$ cat src/rtl/perlin_ctrl_pkg.sv
// Shared types and constants for the Perlin animation controller.
// State encoding, time width and the darkest fade level.
package perlin_ctrl_pkg;

  localparam int T_WIDTH = 20;
  localparam logic [1:0] FADE_MAX = 2'd3;

  typedef enum logic [1:0] {
    RUN,
    FADE_OUT,
    SWAP,
    FADE_IN
  } state_e;

endpackage

$ cat src/rtl/perlin_time_acc.sv
// Noise time accumulator: steps t by +/-(1 << speed) on each
// unpaused frame tick, wrapping modulo 2^T_WIDTH.
module perlin_time_acc
  import perlin_ctrl_pkg::*;
(
  input  logic               clk,
  input  logic               rst_n,
  input  logic               frame_tick,
  input  logic               pause,
  input  logic [1:0]         speed,
  input  logic               reverse,
  output logic [T_WIDTH-1:0] t
);

  logic [T_WIDTH-1:0] t_q;
  logic [T_WIDTH-1:0] t_d;
  logic [T_WIDTH-1:0] step;

  // Next time value, only moves on an unpaused frame tick
  always_comb begin
    step = T_WIDTH'(1) << speed;
    t_d  = t_q;
    if (frame_tick && !pause) begin
      t_d = reverse ? (t_q - step) : (t_q + step);
    end
  end

  // Time register
  always_ff @(posedge clk or negedge rst_n) begin
    if (!rst_n) begin
      t_q <= '0;
    end else begin
      t_q <= t_d;
    end
  end

  assign t = t_q;

endmodule

$ cat src/rtl/perlin_anim_ctrl.sv
// Frame-level animation controller: time sequencing plus a
// fade-out/swap/fade-in pattern FSM. Optional PERLIN_AUTOCYCLE_EN.
module perlin_anim_ctrl
  import perlin_ctrl_pkg::*;
#(
  parameter int FADE_FRAMES = 4,
  parameter int AUTO_PERIOD = 600
) (
  input  logic               clk,
  input  logic               rst_n,
  input  logic               frame_tick,
  input  logic               pause,
  input  logic [1:0]         speed,
  input  logic               reverse,
  input  logic               switch_req,
  output logic [T_WIDTH-1:0] t,
  output logic               pattern_sel,
  output logic [1:0]         fade,
  output logic               busy
);

  if (FADE_FRAMES < 1 || FADE_FRAMES > 255 ||
      AUTO_PERIOD < 2 || AUTO_PERIOD > 65535) begin : g_bad_params
    $error("perlin_anim_ctrl: parameter out of range");
  end

  state_e     state_q, state_d;
  logic [7:0] cnt_q, cnt_d;
  logic [1:0] fade_q, fade_d;
  logic       pat_q, pat_d;
  logic       busy_q, busy_d;
  logic       req;
  logic       step_hit;

  perlin_time_acc u_time (
    .clk        (clk),
    .rst_n      (rst_n),
    .frame_tick (frame_tick),
    .pause      (pause),
    .speed      (speed),
    .reverse    (reverse),
    .t          (t)
  );

`ifdef PERLIN_AUTOCYCLE_EN
  logic [15:0] fcnt_q, fcnt_d;
  logic        auto_req;

  // Auto-switch frame counter; holds while busy, clears in SWAP
  always_comb begin
    fcnt_d   = fcnt_q;
    auto_req = 1'b0;
    if (state_q == RUN && frame_tick && !pause) begin
      if (fcnt_q == 16'(AUTO_PERIOD - 1)) begin
        fcnt_d   = '0;
        auto_req = 1'b1;
      end else begin
        fcnt_d = fcnt_q + 16'd1;
      end
    end else if (state_q == SWAP) begin
      fcnt_d = '0;
    end
  end

  // Auto-switch counter register
  always_ff @(posedge clk or negedge rst_n) begin
    if (!rst_n) begin
      fcnt_q <= '0;
    end else begin
      fcnt_q <= fcnt_d;
    end
  end

  assign req = switch_req | auto_req;
`else
  assign req = switch_req;
`endif

  assign step_hit = frame_tick && (cnt_q == 8'(FADE_FRAMES - 1));

  // Transition FSM next state; a tick only counts inside a fade state
  always_comb begin
    state_d = state_q;
    cnt_d   = cnt_q;
    fade_d  = fade_q;
    pat_d   = pat_q;
    busy_d  = busy_q;
    unique case (state_q)
      RUN: begin
        if (req) begin
          state_d = FADE_OUT;
          cnt_d   = '0;
          busy_d  = 1'b1;
        end
      end
      FADE_OUT: begin
        if (step_hit) begin
          cnt_d = '0;
          if (fade_q == FADE_MAX) begin
            state_d = SWAP;
          end else begin
            fade_d = fade_q + 2'd1;
          end
        end else if (frame_tick) begin
          cnt_d = cnt_q + 8'd1;
        end
      end
      SWAP: begin
        pat_d   = ~pat_q;
        state_d = FADE_IN;
        cnt_d   = '0;
      end
      FADE_IN: begin
        if (step_hit) begin
          cnt_d  = '0;
          fade_d = fade_q - 2'd1;
          if (fade_q == 2'd1) begin
            state_d = RUN;
            busy_d  = 1'b0;
          end
        end else if (frame_tick) begin
          cnt_d = cnt_q + 8'd1;
        end
      end
    endcase
  end

  // FSM and registered outputs
  always_ff @(posedge clk or negedge rst_n) begin
    if (!rst_n) begin
      state_q <= RUN;
      cnt_q   <= '0;
      fade_q  <= '0;
      pat_q   <= 1'b0;
      busy_q  <= 1'b0;
    end else begin
      state_q <= state_d;
      cnt_q   <= cnt_d;
      fade_q  <= fade_d;
      pat_q   <= pat_d;
      busy_q  <= busy_d;
    end
  end

  assign pattern_sel = pat_q;
  assign fade        = fade_q;
  assign busy        = busy_q;

endmodule
$ cat config.mk
export PLATFORM = sky130hd
export DESIGN_NAME = perlin_anim_ctrl
export DESIGN_NICKNAME = d
export VERILOG_FILES = /design/src/rtl/perlin_ctrl_pkg.sv /design/src/rtl/perlin_time_acc.sv /design/src/rtl/perlin_anim_ctrl.sv
export SDC_FILE = /design/constraint.sdc
export NUM_CORES = 1
export LEC_CHECK = 0
export BUFFER_PORTS_ARGS = -buffer_cell sky130_fd_sc_hd__buf_2
export CELL_PAD_IN_SITES_DETAIL_PLACEMENT = 0
export CELL_PAD_IN_SITES_GLOBAL_PLACEMENT = 1
export CORE_MARGIN = 3
export CORE_UTILIZATION = 42
export CTS_BUF_LIST = sky130_fd_sc_hd__clkbuf_8
export DETAILED_ROUTE_END_ITERATION = 10
export PLACE_DENSITY = 0.76
export RECOVER_POWER = 100
export SLEW_MARGIN = 20
export SYNTH_ARGS = -nofsm -noshare
export SYNTH_HDL_FRONTEND = slang
export SYNTH_SLANG_ARGS = --single-unit
$ cat constraint.sdc
create_clock -name clk -period 2 [get_ports clk]
set_input_delay 0.2 -clock clk [delete_from_list [all_inputs] [get_ports clk]]
set_output_delay 0.2 -clock clk [all_outputs]
set_load 0.005 [all_outputs]
==> run_results.csv <==
group,metric,value,unit
yosys,yosysMostFrequentCell,"nand2_1",
floorplanning,initial_core_util,44.7,%
routing,routedWlPerCell,14.2,um
job,drv_cap,1,
yosys,synth-xor-area-share,4.50,%
global_routing,grt_use_total,19.8,%
timing,rsz0062_at_grt,"yes",
run_status,run_status,"finished, violations left",
pwr,power_switching,2.33,mW
pwr,pwr-share-comb,67.1,%
timing,timing.final.hold_violations,0,
setup_path,crit_path_end_kind,"flip-flop",
layout,drive_gt1_share,34.0,%
yosys,ys_seq_area_share,31.2,%
floorplanning,dieArea,7490,um2
timing,setup_tns,-4.28,ns
layout,multiInputGateArea,1970,um2
clocking,cts.sinks,34,
routing,drt_wl_total,7010,um
routing,routed.top_layer,"met4",
routing,dr_total_vias,2627,
pwr,p_leak,1.80,nW
yosys,synth-simple-area-share,22.0,%
clocking,cts_tree,"done",
routing,drtIter0Drc,99,
placed_design,place.gp.congestion,0.853,
yosys,synthesis.nets,352,
layout,fin_nets,454,
global_routing,grt_overflow,0,
setup_path,path_max_fanout,4,
setup_path,crit_required,2.17,ns
yosys,synth_compound_area_share,24.6,%
layout,seqCellArea,851,um2
pwr,total_power,5.63,mW
timing,skew,0.00896,ns
pwr,internal_power,3.30,mW
clocking,cts-htree-levels,2,
floorplanning,fp.dieW,86.5,um
floorplanning,die_y,86.5,um
yosys,muxShareOfSynthArea,0.827,%
routing,met1Wirelength,3560,um
global_routing,antenna_found_initial,0,
timing,finalWorstSetupSlack,-0.408,ns
pwr,ir_worst_vdd,0.731,mV
routing,wl_met3,193,um
yosys,syn_area,2720,um2
clocking,insertion_delay,0.29,ns
yosys,synth_top_family_by_area,"compound AO/OA/AOI/OAI gates",
floorplanning,core,6100,um2
routing,ant_nets,0,
yosys,yosys_warnings,0,
yosys,synth_area_leaders,"dfrtp_1 (31%), ha_1 (12%), nand2_1 (6.2%), o21ai_0 (4.4%), a21oi_1 (3.5%)",
clocking,cts.path.max_buffers,2,
yosys,synth_edf_count,0,
layout,finalNonFillerCells,493,
routing,firstDrtPassIters,4,
placed_design,placedCellCount,484,
pwr,seq_power_share,21.0,%
yosys,syn_inst,316,
timing,final_max_slew_viol_count,35,
yosys,yosysTopAreaCellShare,31.2,%
layout,antennaDiodeCount,0,
timing,fmax,415,MHz
timing,finalSetupViolCount,14,
yosys,yosys-top-cells-count,"nand2_1 (45), dfrtp_1 (34), ha_1 (27)",
yosys,synth.largest_area_cell,"dfrtp_1",
clocking,path_clk_slew,0.08,ns
timing,slew-limit-headroom,-23.0,%
layout,finish.utilization,62.7,%
yosys,syn_avg_cell_area,8.62,um2
global_routing,grt_pass1_vias,2525,
routing,routed_via_density,5.33,
timing,period_share,120,%
routing,routed-wl-met2,3200,um
routing,post-route-drc-count,0,
run_status,violations,"capacitance limit, slew limit, setup timing",
layout,syn2layout_area_growth,40.3,%
yosys,synth_async_sr_flop_share,100,%
yosys,synthAdderAreaFrac,13.1,%
layout,fill_cells,535,
setup_path,cp.arrival,2.58,ns
clocking,cts_root_buffer,"clkbuf_8",
setup_path,worstSetupStartpointType,"input pin",
yosys,yosys_register_bits,34,
floorplanning,pin_count,32,
yosys,synth-main-ff-cell,"dfrtp_1",
global_routing,grt_pass1_wl,11900,um
pwr,p_sw_share,41.3,%
floorplanning,rows,28,
placed_design,hpwl,5280,um
timing,min_period,2.41,ns
global_routing,grt_start_max_net_pins,35,
pwr,pwr_density_cell,1470,nW/um2
timing,worst_slew_pin_slew,1.84,ns
setup_path,worstSetupPathType,"input pin to flip-flop",
clocking,cts_buffers,5,
yosys,yosysUniqueCellTypes,53,
pwr,clkPwrFrac,12.0,%
min_path,holdCritPathClass,"input pin to flip-flop",
placed_design,port_buffers,31,
==> final cells by class <==
| type | count | area share [%] |
|---|---|---|
| Clock inverter | 1 | 0.786 |
| Tap cell | 75 | 2.45 |
| Clock buffer | 6 | 2.16 |
| Sequential cell | 34 | 22.3 |
| Inverter | 13 | 1.28 |
| Multi-Input combinational cell | 255 | 51.5 |
| Timing Repair Buffer | 109 | 19.6 |
==> cells in the final DEF, fill, tap and decap left out, types with 7 or more instances in the layout <==
cell type and count:
o21a_1 8, nand4_1 7, ha_1 24, dfrtp_1 34
xor2_1 8, buf_4 71, nand2_1 44, o21ai_1 7
clkbuf_1 10, nand3_1 10, nor2_1 14, buf_2 19
a21oi_1 15, a21o_1 8, inv_1 13, o21ai_0 18
==> registers in the layout (all words and copies together) (netlist names) <==
register     count
u_time.t        20
cnt_q            8
fade             2
state_q          2
busy             1
pattern_sel      1
==> timing repair <==
item | 4_1_cts | 5_1_grt
setup buffers | 3 | 0
pin swaps | 14 | 10
setup endpoints to repair | 15 | 16
resized for setup | 12 | 10
hold buffers | 0 | 0
==> power by group through the flow <==
stage	Combinational (mW)	Clock, mW	Sequential (mW)
floorplan	2.03	0	1.18
global placement	3.54	0	1.18
detailed placement	3.57	0	1.19
CTS	3.70	0.696	1.18
global route	4.19	0.722	1.22
finish	3.78	0.674	1.18
==> metrics by stage <==
stage | hold slack, ns | cell area, um2 | worst slack, ns
after floorplan | -0.0956 | 2840 | -0.662
after global placement | 0.327 | 3580 | -0.747
after detailed placement | 0.342 | 3580 | -0.815
after CTS | 0.0221 | 3780 | -0.464
after global routing | 0.226 | 3820 | -0.538
final | 0.211 | 3820 | -0.408
==> cells by family (layout without fill, tap and decap cells) <==
| group | count (synthesis) | after routing |
|---|---|---|
| mux | 2 | 2 |
| fa+ha+maj | 28 | 28 |
| flops | 34 | 34 |
| compound gates | 97 | 97 |
| xor+xnor | 14 | 14 |
| buf+inv | 27 | 129 |
| simple gates | 114 | 114 |
==> metal layers <==
metal | global-route usage, % | up-vias
li1 | - | 1373
met1 | 27.6 | 1206
met2 | 32.1 | 42
met3 | 3.42 | 6
met4 | 4.67 | 0
met5 | 0 | -
==> worst max-delay path, cell delays in order <==
cell and delay, ns:
buf_6 0.10, or2_4 0.25, ha_4 0.26, nor2b_4 0.15, a31oi_4 0.04, ha_1 0.29
nor2b_4 0.12, o2111a_1 0.26, o211a_4 0.27, o41ai_4 0.26, buf_4 0.18, a2bb2oi_2 0.12
nand3_1 0.08
==> path summary, 6_finish.rpt <==
| path | slack [ns] | endpoint | from | depth (start not counted) |
|---|---|---|---|---|
| setup / recovery | -0.41 | u_time.t[19]$_DFFE_PN0P_ | speed[1] | 13 |
| hold reg to reg | 0.46 | pattern_sel$_DFFE_PN0P_ | pattern_sel$_DFFE_PN0P_ | 1 |
| hold / removal | 0.21 | u_time.t[1]$_DFFE_PN0P_ | pause | 4 |
| min in group asynchronous | 0.40 | u_time.t[1]$_DFFE_PN0P_ | rst_n | 1 |
| max in group asynchronous | 0.53 | cnt_q[4]$_DFFE_PN0P_ | rst_n | 1 |
| setup reg to reg | -0.22 | u_time.t[16]$_DFFE_PN0P_ | u_time.t[0]$_DFFE_PN0P_ | 10 |
(Power assumes the default switching activity.)
